<file path="config.mk">
export PLATFORM = sky130hd
export DESIGN_NAME = muldiv_unit
export DESIGN_NICKNAME = d
export VERILOG_FILES = /design/src/rtl/muldiv_unit.sv
export SDC_FILE = /design/constraint.sdc
export NUM_CORES = 1
export LEC_CHECK = 0
export BUFFER_PORTS_ARGS = -buffer_cell sky130_fd_sc_hd__buf_4
export CAP_MARGIN = 20
export CORE_ASPECT_RATIO = 2
export CORE_MARGIN = 2
export CORE_UTILIZATION = 35
export DETAILED_ROUTE_END_ITERATION = 6
export PLACE_DENSITY_LB_ADDON = 0.2
export SKIP_CTS_REPAIR_TIMING = 1
export SLEW_MARGIN = 20
export SYNTH_ARGS = -nofsm -noshare
export SYNTH_HDL_FRONTEND = slang
export SYNTH_SLANG_ARGS = --single-unit
</file>
<file path="constraint.sdc">
create_clock -name clock -period 4 [get_ports clock]
set_clock_uncertainty 0.2 [all_clocks]
set_input_delay 0.8 -clock clock [delete_from_list [all_inputs] [get_ports clock]]
set_output_delay 0.8 -clock clock [all_outputs]
set_load 0.005 [all_outputs]
</file>
<file path="src/rtl/muldiv_unit.sv">
// muldiv_unit: iterative multiply/divide unit holding the architectural HI/LO
// registers of the MIPS datapath.
//
// Ports:
//   clock    - single clock, all state changes on the rising edge
//   reset    - synchronous, active-high; aborts any operation, clears HI/LO
//   start    - request; op/rs_data/rt_data are sampled on the same edge
//   op       - 0=MULT 1=MULTU 2=DIV 3=DIVU 4=MTHI 5=MTLO, 6/7 ignored
//   rs_data  - multiplicand / dividend / MTHI-MTLO source
//   rt_data  - multiplier / divisor
//   hi, lo   - architectural HI and LO registers
//   busy     - high while an operation is iterating or being sign-fixed
//   done     - one-cycle pulse when hi/lo carry a freshly finished result
//
// Operations move through IDLE -> RUN (WIDTH iterations) -> FIX -> DONE.
// Signed operands are reduced to magnitudes at capture and the signs are
// reapplied in FIX, so the RUN datapath is purely unsigned.
module muldiv_unit #(
    parameter int WIDTH = 32
) (
    input  logic             clock,
    input  logic             reset,
    input  logic             start,
    input  logic [2:0]       op,
    input  logic [WIDTH-1:0] rs_data,
    input  logic [WIDTH-1:0] rt_data,
    output logic [WIDTH-1:0] hi,
    output logic [WIDTH-1:0] lo,
    output logic             busy,
    output logic             done
);

    localparam int CW = $clog2(WIDTH) + 1;

    typedef enum logic [1:0] {IDLE, RUN, FIX, DONE} state_t;

    state_t             state_q, state_d;
    logic [CW-1:0]      cnt_q, cnt_d;
    logic [2*WIDTH-1:0] acc_q, acc_d;
    logic [WIDTH-1:0]   opb_q, opb_d;
    logic [WIDTH-1:0]   hi_q, hi_d;
    logic [WIDTH-1:0]   lo_q, lo_d;
    logic               is_div_q, is_div_d;
    logic               sign_p_q, sign_p_d;
    logic               sign_r_q, sign_r_d;

    // Operand preparation. A signed divide by zero is captured raw with no
    // signs, so the unsigned restoring loop naturally yields an all-ones
    // quotient and the untouched dividend as remainder.
    logic             op_is_div, op_signed, div_zero, use_sign;
    logic             rs_neg, rt_neg;
    logic [WIDTH-1:0] rs_mag, rt_mag;

    always_comb begin
        op_is_div = (op == 3'd2) || (op == 3'd3);
        op_signed = (op == 3'd0) || (op == 3'd2);
        div_zero  = op_is_div && (rt_data == '0);
        use_sign  = op_signed && !div_zero;
        rs_neg    = use_sign && rs_data[WIDTH-1];
        rt_neg    = use_sign && rt_data[WIDTH-1];
        rs_mag    = rs_neg ? -rs_data : rs_data;
        rt_mag    = rt_neg ? -rt_data : rt_data;
    end

    // One iteration of each algorithm. Multiply keeps {partial, multiplier}
    // in acc and shifts right; divide keeps {remainder, dividend/quotient}
    // and shifts left, shifting quotient bits in at the bottom.
    logic [WIDTH:0]     mul_sum;
    logic [WIDTH:0]     div_cand;
    logic [WIDTH-1:0]   div_sub;
    logic               div_ge;
    logic [2*WIDTH-1:0] mul_step, div_step;

    always_comb begin
        mul_sum  = {1'b0, acc_q[2*WIDTH-1:WIDTH]} + {1'b0, (acc_q[0] ? opb_q : {WIDTH{1'b0}})};
        mul_step = {mul_sum, acc_q[WIDTH-1:1]};
        div_cand = {acc_q[2*WIDTH-1:WIDTH], acc_q[WIDTH-1]};
        div_ge   = div_cand >= {1'b0, opb_q};
        div_sub  = div_cand[WIDTH-1:0] - opb_q;
        div_step = {(div_ge ? div_sub : div_cand[WIDTH-1:0]), acc_q[WIDTH-2:0], div_ge};
    end

    // Sign restoration applied in FIX.
    logic [2*WIDTH-1:0] prod_fix;
    logic [WIDTH-1:0]   quo_raw, rem_raw, quo_fix, rem_fix;

    always_comb begin
        prod_fix = sign_p_q ? -acc_q : acc_q;
        quo_raw  = acc_q[WIDTH-1:0];
        rem_raw  = acc_q[2*WIDTH-1:WIDTH];
        quo_fix  = sign_p_q ? -quo_raw : quo_raw;
        rem_fix  = sign_r_q ? -rem_raw : rem_raw;
    end

    // Next-state logic. HI/LO change only on MTHI/MTLO or on the FIX->DONE
    // edge, so they hold their old value for the whole of RUN and FIX.
    always_comb begin
        state_d  = state_q;
        cnt_d    = cnt_q;
        acc_d    = acc_q;
        opb_d    = opb_q;
        hi_d     = hi_q;
        lo_d     = lo_q;
        is_div_d = is_div_q;
        sign_p_d = sign_p_q;
        sign_r_d = sign_r_q;

        case (state_q)
            IDLE, DONE: begin
                state_d = IDLE;
                if (start) begin
                    if (op <= 3'd3) begin
                        state_d  = RUN;
                        cnt_d    = '0;
                        is_div_d = op_is_div;
                        sign_p_d = rs_neg ^ rt_neg;
                        sign_r_d = rs_neg;
                        if (op_is_div) begin
                            acc_d = {{WIDTH{1'b0}}, rs_mag};
                            opb_d = rt_mag;
                        end else begin
                            acc_d = {{WIDTH{1'b0}}, rt_mag};
                            opb_d = rs_mag;
                        end
                    end else if (op == 3'd4) begin
                        hi_d = rs_data;
                    end else if (op == 3'd5) begin
                        lo_d = rs_data;
                    end
                end
            end
            RUN: begin
                acc_d = is_div_q ? div_step : mul_step;
                cnt_d = cnt_q + 1'b1;
                if (cnt_q == CW'(WIDTH - 1)) begin
                    state_d = FIX;
                end
            end
            FIX: begin
                state_d = DONE;
                if (is_div_q) begin
                    hi_d = rem_fix;
                    lo_d = quo_fix;
                end else begin
                    hi_d = prod_fix[2*WIDTH-1:WIDTH];
                    lo_d = prod_fix[WIDTH-1:0];
                end
            end
            default: state_d = IDLE;
        endcase
    end

    // State register; reset discards any partial result.
    always_ff @(posedge clock) begin
        if (reset) begin
            state_q  <= IDLE;
            cnt_q    <= '0;
            acc_q    <= '0;
            opb_q    <= '0;
            hi_q     <= '0;
            lo_q     <= '0;
            is_div_q <= 1'b0;
            sign_p_q <= 1'b0;
            sign_r_q <= 1'b0;
        end else begin
            state_q  <= state_d;
            cnt_q    <= cnt_d;
            acc_q    <= acc_d;
            opb_q    <= opb_d;
            hi_q     <= hi_d;
            lo_q     <= lo_d;
            is_div_q <= is_div_d;
            sign_p_q <= sign_p_d;
            sign_r_q <= sign_r_d;
        end
    end

    assign hi   = hi_q;
    assign lo   = lo_q;
    assign busy = (state_q == RUN) || (state_q == FIX);
    assign done = (state_q == DONE);

endmodule

</file>
==> results of run 1 <==
-- sequential cells by signal (all words and copies together), names as in the netlist --
name,cells
sign_p_q,1
opb_q,32
sign_r_q,1
state_q,2
acc_q,64
lo,32
hi,32
is_div_q,1
cnt_q,6
-- cell usage after synthesis (12+ instances only) --
| cell type | instances | area (um2) |
|---|---|---|
| buf_1 | 13 | 48.8 |
| a21o_1 | 36 | 270 |
| a31oi_1 | 20 | 125 |
| or3_1 | 22 | 138 |
| nand2_1 | 162 | 608 |
| mux2i_1 | 53 | 531 |
| nor4_1 | 15 | 93.8 |
| o21ai_0 | 76 | 380 |
| mux2_2 | 19 | 214 |
| nand4_1 | 21 | 131 |
| nor3_1 | 48 | 240 |
| a222oi_1 | 12 | 120 |
| dfxtp_1 | 171 | 3420 |
| a21oi_1 | 194 | 971 |
| ha_1 | 72 | 901 |
| xnor2_1 | 91 | 797 |
| nand2b_1 | 15 | 93.8 |
| o31ai_1 | 19 | 143 |
| nor2_1 | 264 | 991 |
| o211ai_1 | 34 | 255 |
| a211oi_1 | 86 | 646 |
| nand3_1 | 29 | 145 |
| a22oi_1 | 16 | 120 |
| o21ai_1 | 43 | 215 |
| clkbuf_1 | 97 | 364 |
| inv_1 | 72 | 270 |
| xor2_1 | 80 | 701 |
-- metal layers --
metal	track usage [%]	vias up	wire, um
met5	0	-	0
met4	35.1	0	9400
met3	5.56	322	3500
met2	60.7	703	38400
met1	28.8	8035	22400
li1	-	7714	-
-- worst max-delay path: cells and delay by family (launching register included) --
kind,cells,cell delay [ns]
buf+inv,1,0.20
flops,1,0.32
simple gates,4,1.63
xor+xnor,1,0.49
compound gates,4,0.80
-- logic make-up after synthesis --
kind of cell / count (synthesis)
compound gates: 658
buf+inv: 202
xor+xnor: 171
fa+ha+maj: 74
simple gates: 647
mux: 72
flops: 171
-- per-stage QoR --
step	util, %	power, mW	hold slack, ns
floorplan	-	4.86	0.232
global placement	41.8	6.80	0.243
finish	43.2	8.61	0.257
detailed placement	41.8	6.81	0.247
CTS	43.1	8.50	0.257
global route	43.2	9.00	0.263
-- how the worst max path moves through the flow --
stage                                      start                     end  depth (start not counted)
after floorplan                       rs_data[5]  acc_q[16]$_SDFFE_PP0P_                          8
final                     acc_q[11]$_SDFFE_PP0P_     hi[11]$_SDFFE_PP0P_                         10
after global routing      acc_q[11]$_SDFFE_PP0P_     hi[11]$_SDFFE_PP0P_                         10
after CTS                 acc_q[11]$_SDFFE_PP0P_     hi[11]$_SDFFE_PP0P_                          9
after detailed placement             rt_data[25]  acc_q[17]$_SDFFE_PP0P_                         11
after global placement               rt_data[25]  acc_q[17]$_SDFFE_PP0P_                         11
-- power by group through the flow --
stage	logic [mW]	clock network, mW	registers [mW]
floorplan	2.67	0	2.19
global placement	4.52	0	2.28
detailed placement	4.53	0	2.28
CTS	4.55	1.71	2.24
global route	4.96	1.77	2.27
finish	4.66	1.70	2.25
-- cell type report --
| class | instances | area share, % |
|---|---|---|
| clock inverter | 13 | 0.735 |
| timing repair buffer | 323 | 13.8 |
| tap | 540 | 3.75 |
| inverter | 74 | 1.54 |
| clock buffer | 19 | 2.40 |
| multi-input combinational | 1622 | 58.8 |
| sequential | 171 | 19.0 |
==> reports/metrics.yaml, run 1 <==
cells_and_area:
  area_growth_pct: 21.8
  final_area_um2: 18000
  multi_input_area_um2: 10600
  regArea_um2: 3420
  drive_gt1_share_pct: 18.7
  layoutNonFillerInstCount: 2762
  final_cell_mix: "buf_4 (318), nor2_1 (263), a21oi_1 (194)"
  fillers: 4387
  final_common_cell: "buf_4"
  num_antenna_cells: 0
  fin_nets: 2353
pwr:
  seqPwrFrac_pct: 26.1
  switching_share_pct: 46.0
  p_leak_nw: 7.43
  power.share.clock_pct: 19.7
  combPwrFrac_pct: 54.2
  internal-power_mw: 4.65
  vdd_drop_max_mv: 0.671
  p_per_area_nw_per_um2: 477
  p_sw_mw: 3.96
timing:
  fmax_ghz: 0.264
  slew_headroom_pct: 40.7
  timing.final.ws_setup_ns: 0.213
  finalHoldViolations: 0
  period_share_pct: 94.7
  layout_min_cycle_time_ns: 3.79
  drv_slew: 0
  worst_slew_pin_slew_ns: 0.889
  setup_violations: 0
  setup_tns_ns: 0
  rsz0062_at_grt: "no"
setup_path:
  worst_ep_arrival_time_ns: 3.90
  crit_path_top_delay_cell: "or4_1"
  r2r_start: "acc_q[11]$_SDFFE_PP0P_"
  crit_fanout: 9
  crit_type: "flop to flop"
  r2r_setup_slack_ns: 0.21
  critPathLaunchType: "flop"
  path_cells: "or4_1 > nor4b_4 > buf_4 > nand3_4 > nor3_1 > o22ai_1 > o41ai_2 > xor2_1 > a211o_1 > a21oi_1"
  crit_required_ns: 4.11
  max_stage_delay_ns: 0.80
  worstRegToRegCells: 10
  reg2reg_to: "hi[11]$_SDFFE_PP0P_"
  setup.worst_path.end_class: "flop"
synth:
  syn_area_um2: 14800
  synthSimpleGateAreaFrac_pct: 20.6
  yosys_register_bits: 171
  synth_nets: 2139
  synth-compound-area-share_pct: 29.2
  synth-seq-area-share_pct: 23.1
  syn_inst: 1995
  async_flop_share_pct: 0
  yosys_warnings: 0
  syn_area_per_cell_um2: 7.42
  synth_ff_type: "dfxtp_1"
  synthAdderAreaFrac_pct: 6.35
  synthDistinctLibCells: 96
  synthMuxAreaShare_pct: 5.03
  synth_edf_count: 0
  synth-xor-area-share_pct: 10.1
  synth_top_family_by_area: "compound AO/OA/AOI/OAI gates"
flow_run:
  cap_violations: 0
clock_tree:
  cts_max_level: 4
  cts_made_buffers: 17
  clkLatencyLatePin_ns: 0.47
  cts_sinks: 171
  cts-root-buf: "clkbuf_16"
  cts_tree: "done"
  clkSlewWorstSetupHoldPaths_ns: 0.08
  clockBufferDepth: 2
route:
  wl_um: 73600
  first_pass_iters: 6
  dr_total_vias: 16800
  drt_iter0_markers: 1255
  routed_via_density: 6.07
  post_drt_wl_per_cell_um: 26.7
  ant_nets: 0
  drcViolationCount: 0
floorplanning:
  fp.dieH_um: 295
  initial_utilization_pct: 35.4
  core-area_um2: 41800
  rows: 106
  num_io_pins: 136
  die_w_um: 149
  fp.dieArea_um2: 44100
place:
  hpwl_um: 59500
  postPlaceCellArea_um2: 17400
  gp_congestion: 1.03
  portBuffers: 135
  dp_cells: 2728
  dp_slack_ns: -0.107
min_path:
  holdPathStages: 2
  hold_end: "opb_q[26]$_SDFFE_PP0P_"
  hold_path.class: "flop to flop"
  min_from: "opb_q[26]$_SDFFE_PP0P_"
grt:
  antenna_found_initial: 0
  grt_max_degree: 74
  grt_pass1_vias: 16800
  overflow: 0
  grt_usage_pct: 33.2
  grt_pass1_wl_um: 107000
status:
  status: "finished, final reports clean"
Power figures use the tool's default switching activity.
==> run 2: changes to the inputs <==
--- a/config.mk
+++ b/config.mk
@@ -8,7 +8,7 @@
 export BUFFER_PORTS_ARGS = -buffer_cell sky130_fd_sc_hd__buf_4
 export CAP_MARGIN = 20
 export CORE_ASPECT_RATIO = 2
-export CORE_MARGIN = 2
+export CORE_MARGIN = 5
 export CORE_UTILIZATION = 35
 export DETAILED_ROUTE_END_ITERATION = 6
 export PLACE_DENSITY_LB_ADDON = 0.2
==> run 2 against run 1 <==
Flip-flop and latch count unchanged. Non-clock buffer count increased by 14. Power increased by 1.6%. Critical path depth increased by 5. Sequential power about the same. Critical endpoint is now acc_q[62]$_SDFFE_PP0P_. Largest cell class unchanged. Highest routed layer unchanged.
==> reports/metrics.yaml, run 2 (synthesis gave the netlist of run 1 again) <==
status:
  status: "finished, final reports clean"  # unchanged
floorplanning:
  rows: 106  # unchanged
  fp.dieH_um: 301  # was 295 um
  num_io_pins: 136  # unchanged
  initial_utilization_pct: 35.3  # was 35.4%
  core-area_um2: 41900  # was 41,800 um2
  fp.dieArea_um2: 46800  # was 44,100 um2
  die_w_um: 155  # was 149 um
cells_and_area:
  final_common_cell: "buf_4"  # unchanged
  top_register: "acc_q"  # unchanged
  area_growth_pct: 23.0  # was 21.8%
  fin_util_pct: 43.5  # was 43.2%
  fillers: 4465  # was 4,387
  fin_nets: 2367  # was 2,353
  largest_register_ffs: 64  # unchanged
  final_cell_mix: "buf_4 (330), nor2_1 (263), a21oi_1 (193)"  # was buf_4 (318), nor2_1 (263), a21oi_1 (194)
  drive_gt1_share_pct: 19.3  # was 18.7%
  num_antenna_cells: 0  # unchanged
setup_path:
  worstRegToRegCells: 15  # was 10
  critPathLaunchType: "flop"  # unchanged
  worst_ep_arrival_time_ns: 4.04  # was 3.90 ns
  crit_required_ns: 4.19  # was 4.11 ns
  path_cells: "inv_1 > buf_12 > buf_12 > buf_4 > nor2_1 > ha_1 > a21o_1 > a21o_1 > a2111oi_0 > o21ai_0 > o21bai_1 > a22oi_1 > o21ai_0 > a211o_1 > a311oi_1"  # was or4_1 > nor4b_4 > buf_4 > nand3_4 > nor3_1 > o22ai_1 > o41ai_2 > xor2_1 > a211o_1 > a21oi_1
  reg2reg_to: "acc_q[62]$_SDFFE_PP0P_"  # was hi[11]$_SDFFE_PP0P_
  max_stage_delay_ns: 0.68  # was 0.80 ns
  crit_fanout: 13  # was 9
  r2r_start: "acc_q[0]$_SDFFE_PP0P_"  # was acc_q[11]$_SDFFE_PP0P_
  r2r_setup_slack_ns: 0.14  # was 0.21 ns
  setup.worst_path.end_class: "flop"  # unchanged
  crit_path_top_delay_cell: "a2111oi_0"  # was or4_1
  crit_type: "flop to flop"  # unchanged
pwr:
  p_total_mw: 8.75  # was 8.61 mW
  p_per_area_nw_per_um2: 480  # was 477 nW/um2
  p_sw_mw: 3.95  # was 3.96 mW
  internal-power_mw: 4.80  # was 4.65 mW
  combPwrFrac_pct: 52.6  # was 54.2%
  p_leak_nw: 7.54  # was 7.43 nW
  seqPwrFrac_pct: 25.6  # was 26.1%
  vdd_drop_max_mv: 0.462  # was 0.671 mV
  power.share.clock_pct: 21.8  # was 19.7%
  switching_share_pct: 45.2  # was 46.0%
timing:
  worst_slew_pin_slew_ns: 0.947  # was 0.889 ns
  period_share_pct: 96.4  # was 94.7%
  finalHoldViolations: 0  # unchanged
  setup_violations: 0  # unchanged
  rsz0062_at_grt: "no"  # unchanged
  layout_min_cycle_time_ns: 3.86  # was 3.79 ns
  timing.final.ws_setup_ns: 0.143  # was 0.213 ns
  drv_slew: 0  # unchanged
  fmax_ghz: 0.259  # was 0.264 GHz
  setup_tns_ns: 0  # unchanged
  slew_headroom_pct: 35.9  # was 40.7%
grt:
  grt_max_degree: 65  # was 74
  antenna_found_initial: 0  # unchanged
  overflow: 0  # unchanged
  grt_pass1_wl_um: 109000  # was 107,000 um
  grt_usage_pct: 31.4  # was 33.2%
  grt_pass1_vias: 17100  # was 16,800
route:
  drcViolationCount: 0  # unchanged
  first_pass_iters: 6  # unchanged
  post_drt_wl_per_cell_um: 27.2  # was 26.7 um
  drt_iter0_markers: 1161  # was 1,255
  routed_via_density: 6.00  # was 6.07
  dr_total_vias: 16600  # was 16,800
  ant_nets: 0  # unchanged
  wl_um: 75600  # was 73,600 um
min_path:
  hold_end: "opb_q[13]$_SDFFE_PP0P_"  # was opb_q[26]$_SDFFE_PP0P_
  hold_path.class: "flop to flop"  # unchanged
  min_from: "opb_q[13]$_SDFFE_PP0P_"  # was opb_q[26]$_SDFFE_PP0P_
  holdPathStages: 2  # unchanged
clock_tree:
  cts_max_level: 4  # unchanged
  clkLatencyLatePin_ns: 0.48  # was 0.47 ns
  clockBufferDepth: 2  # unchanged
  cts_tree: "done"  # unchanged
  cts_made_buffers: 17  # unchanged
  clkSlewWorstSetupHoldPaths_ns: 0.08  # about the same
  cts_sinks: 171  # unchanged
  cts-root-buf: "clkbuf_16"  # unchanged
place:
  hpwl_um: 61600  # was 59,500 um
  dp_slack_ns: 0.106  # was -0.107 ns
  portBuffers: 135  # unchanged
  gp_congestion: 1.03  # about the same
flow_run:
  cap_violations: 0  # unchanged
run 2: changes by cell type in the layout (fill, tap and decap cells not counted), moves of 2 or more:
cell and change:
buf_4 +12, bufinv_16 +3, clkbuf_1 -2, inv_6 +2, nor3_1 +2, nor3_2 -2
run 2: through the flow:
step / hold slack [ns] / instances / instance area, um2
2_1_floorplan: 0.232 / 1995 / 14800
3_5_place_dp: 0.246 / 2743 / 17600
5_1_grt: 0.276 / 2775 / 18200
4_1_cts: 0.257 / 2774 / 18200
3_3_place_gp: 0.244 / 2743 / 17600
6_report: 0.257 / 2775 / 18200
run 2: layout make-up:
cell class                      count  area [um2]  share of cell area (%)
Inverter                           74         278                    1.53
Sequential cell                   171        3420                    18.8
Multi-Input combinational cell   1622       10600                    58.2
Clock inverter                     14         208                    1.14
Tap cell                          540         676                    3.71
Timing Repair Buffer              337        2600                    14.3
Clock buffer                       17         425                    2.34
run 2: power by group through the flow:
stage	sequential [mW]	clock, mW	combinational [mW]
2_1_floorplan	2.19	0	2.67
3_3_place_gp	2.27	0	4.50
3_5_place_dp	2.27	0	4.50
4_1_cts	2.24	1.92	4.53
5_1_grt	2.26	1.98	4.90
6_report	2.24	1.91	4.60
run 2: critical path: cells and delay by family, from the launching register on:
family	cells	cell delay, ns
and+or+nand+nor	1	0.07
buffers and inverters	4	0.73
adders and majority gates	1	0.20
AOI/OAI and AO/OA	9	2.25
DFF	1	0.32
run 2: how the worst max path moves through the flow:
stage                                from                     end  slack, ns
floorplan                      rs_data[5]  acc_q[16]$_SDFFE_PP0P_       0.64
global placement              rt_data[25]  acc_q[17]$_SDFFE_PP0P_       0.06
detailed placement            rt_data[16]  acc_q[20]$_SDFFE_PP0P_       0.11
CTS                 acc_q[0]$_SDFFE_PP0P_  acc_q[62]$_SDFFE_PP0P_       0.14
global route        acc_q[0]$_SDFFE_PP0P_  acc_q[62]$_SDFFE_PP0P_       0.03
finish              acc_q[0]$_SDFFE_PP0P_  acc_q[62]$_SDFFE_PP0P_       0.14
run 2: metal layers:
layer	global-route usage [%]	wire (um)
met5	0	0
met4	31.5	9530
met3	4.88	3240
met2	59.1	40200
met1	26.7	22600
==> run 3: changes to the inputs <==
--- a/config.mk
+++ b/config.mk
@@ -10,6 +10,7 @@
 export CORE_ASPECT_RATIO = 2
 export CORE_MARGIN = 5
 export CORE_UTILIZATION = 35
+export CTS_BUF_LIST = sky130_fd_sc_hd__clkbuf_8
 export DETAILED_ROUTE_END_ITERATION = 6
 export PLACE_DENSITY_LB_ADDON = 0.2
 export SKIP_CTS_REPAIR_TIMING = 1
==> run 3 against run 2 <==
The flow now finishes with violations (DRC). Fmax fell by 0.27%. Cell count hardly changed. Worst hold slack better by 0.0051 ns. Critical path depth is the same. Sequential share of layout area is 0.19 points higher. Final area is 1.0% lower. Flip-flop and latch count is the same. Critical path type unchanged.
==> reports/metrics.yaml, run 3 (synthesis gave the netlist of run 1 again) <==
timing:
  slew_headroom_pct: 28.9  # was 35.9%
  setup_tns_ns: 0  # unchanged
  rsz0062_at_grt: "no"  # unchanged
  finalHoldViolations: 0  # unchanged
  setup_violations: 0  # unchanged
  drv_slew: 0  # unchanged
  holdWs_ns: 0.262  # was 0.257 ns
  worst_slew_pin_slew_ns: 1.06  # was 0.947 ns
  fmax_ghz: 0.259  # about the same
  period_share_pct: 96.7  # was 96.4%
  layout_min_cycle_time_ns: 3.87  # was 3.86 ns
grt:
  grt_usage_pct: 31.4  # about the same
  grt_max_degree: 65  # unchanged
  grt_pass1_wl_um: 109000  # about the same
  antenna_found_initial: 2  # was 0
  overflow: 0  # unchanged
  grt_pass1_vias: 17000  # was 17,100
setup_path:
  max_stage_delay_ns: 0.70  # was 0.68 ns
  cpLargestDelayFamily: "compound AO/OA/AOI/OAI gates"  # unchanged
  crit_fanout: 13  # unchanged
  worst_ep_arrival_time_ns: 4.12  # was 4.04 ns
  crit_path_top_delay_cell: "a2111oi_0"  # unchanged
  setup.worst_path.end_class: "flop"  # unchanged
  crit_required_ns: 4.25  # was 4.19 ns
  cp_num_buf_inv: 4  # unchanged
  path_cells: "inv_1 > buf_12 > buf_12 > buf_4 > nor2_1 > ha_1 > a21o_1 > a21o_1 > a2111oi_0 > o21ai_0 > o21bai_1 > a22oi_1 > o21ai_0 > a211o_1 > a311oi_1"  # unchanged
  critPathLaunchType: "flop"  # unchanged
  crit_type: "flop to flop"  # unchanged
cells_and_area:
  largest_register_ffs: 64  # unchanged
  final_cell_mix: "buf_4 (330), nor2_1 (263), a21oi_1 (193)"  # unchanged
  final_common_cell: "buf_4"  # unchanged
  regArea_um2: 3420  # unchanged
  fin_nets: 2366  # was 2,367
  multi_input_area_um2: 10600  # about the same
  fillers: 4485  # was 4,465
  area_growth_pct: 21.7  # was 23.0%
  final_area_um2: 18000  # was 18,200 um2
  drive_gt1_share_pct: 19.3  # about the same
  top_register: "acc_q"  # unchanged
min_path:
  hold_path.class: "flop to flop"  # unchanged
route:
  post_drt_wl_per_cell_um: 27.2  # about the same
  drcViolationCount: 2  # was 0
  routed_via_density: 6.03  # was 6.00
  first_pass_iters: 7  # was 6
  wl_um: 75600  # about the same
  drt_iter0_markers: 1104  # was 1,161
  dr_total_vias: 16700  # was 16,600
  ant_nets: 0  # unchanged
floorplanning:
  fp.dieArea_um2: 46800  # unchanged
  die_w_um: 155  # unchanged
  rows: 106  # unchanged
  initial_utilization_pct: 35.3  # unchanged
  fp.dieH_um: 301  # unchanged
  num_io_pins: 136  # unchanged
  core-area_um2: 41900  # unchanged
clock_tree:
  clkSlewWorstSetupHoldPaths_ns: 0.12  # was 0.08 ns
  clkLatencyLatePin_ns: 0.53  # was 0.48 ns
  cts_made_buffers: 17  # unchanged
  cts_tree: "done"  # unchanged
  cts_max_level: 4  # unchanged
  cts-root-buf: "clkbuf_8"  # was clkbuf_16
  clockBufferDepth: 2  # unchanged
  cts_sinks: 171  # unchanged
pwr:
  switching_share_pct: 46.9  # was 45.2%
  power.share.clock_pct: 17.9  # was 21.8%
  combPwrFrac_pct: 55.2  # was 52.6%
  p_leak_nw: 7.45  # was 7.54 nW
  internal-power_mw: 4.43  # was 4.80 mW
  p_per_area_nw_per_um2: 462  # was 480 nW/um2
  p_sw_mw: 3.90  # was 3.95 mW
  vdd_drop_max_mv: 0.460  # was 0.462 mV
  seqPwrFrac_pct: 26.9  # was 25.6%
  p_total_mw: 8.33  # was 8.75 mW
place:
  postPlaceCellArea_um2: 17600  # unchanged
  hpwl_um: 61600  # unchanged
  gp_congestion: 1.03  # unchanged
  portBuffers: 135  # unchanged
status:
  status: "finished, violations left"  # was finished, final reports clean
  violations: "DRC"
flow_run:
  cap_violations: 0  # unchanged
==> run 3: layer usage <==
layer	wire length [um]	track usage, %	up-vias
li1	-	-	7756
met1	22800	26.7	7950
met2	40200	59.4	699
met3	3160	4.52	342
met4	9520	30.9	0
met5	0	0	-
==> run 3: final timing paths <==
kind,end,from,slack [ns],cells past startpoint
setup / recovery,acc_q[62]$_SDFFE_PP0P_,acc_q[0]$_SDFFE_PP0P_,0.13,15
hold / removal,opb_q[13]$_SDFFE_PP0P_,opb_q[13]$_SDFFE_PP0P_,0.26,2
setup reg to reg,acc_q[62]$_SDFFE_PP0P_,acc_q[0]$_SDFFE_PP0P_,0.13,15
hold reg to reg,opb_q[13]$_SDFFE_PP0P_,opb_q[13]$_SDFFE_PP0P_,0.26,2
==> run 3: final cells by class <==
class	count	share of cell area, %
Clock buffer	17	1.30
Timing Repair Buffer	336	14.4
Antenna cell	2	0.0278
Clock inverter	14	1.15
Sequential cell	171	19.0
Multi-Input combinational cell	1622	58.8
Inverter	74	1.54
Tap cell	540	3.75
==> run 3: power by group through the flow <==
| stage | sequential, mW | clock [mW] | combinational [mW] |
|---|---|---|---|
| final | 2.24 | 1.49 | 4.60 |
| after global routing | 2.27 | 1.56 | 4.89 |
| after CTS | 2.24 | 1.50 | 4.53 |
| after detailed placement | 2.27 | 0 | 4.50 |
| after global placement | 2.27 | 0 | 4.50 |
| after floorplan | 2.19 | 0 | 2.67 |
==> run 3: worst min-delay path, stage by stage (launching register included) <==
cell and delay, ns:
dfxtp_1 0.33, nand2_1 0.05, a21oi_1 0.05
==> run 3: stage by stage <==
step	utilization (%)	setup WS, ns	std cells
after floorplan	-	0.636	1995
after global placement	41.9	0.0629	2743
after detailed placement	41.9	0.106	2743
after CTS	43.0	0.139	2774
after global routing	43.0	0.0281	2775
final	43.0	0.132	2776
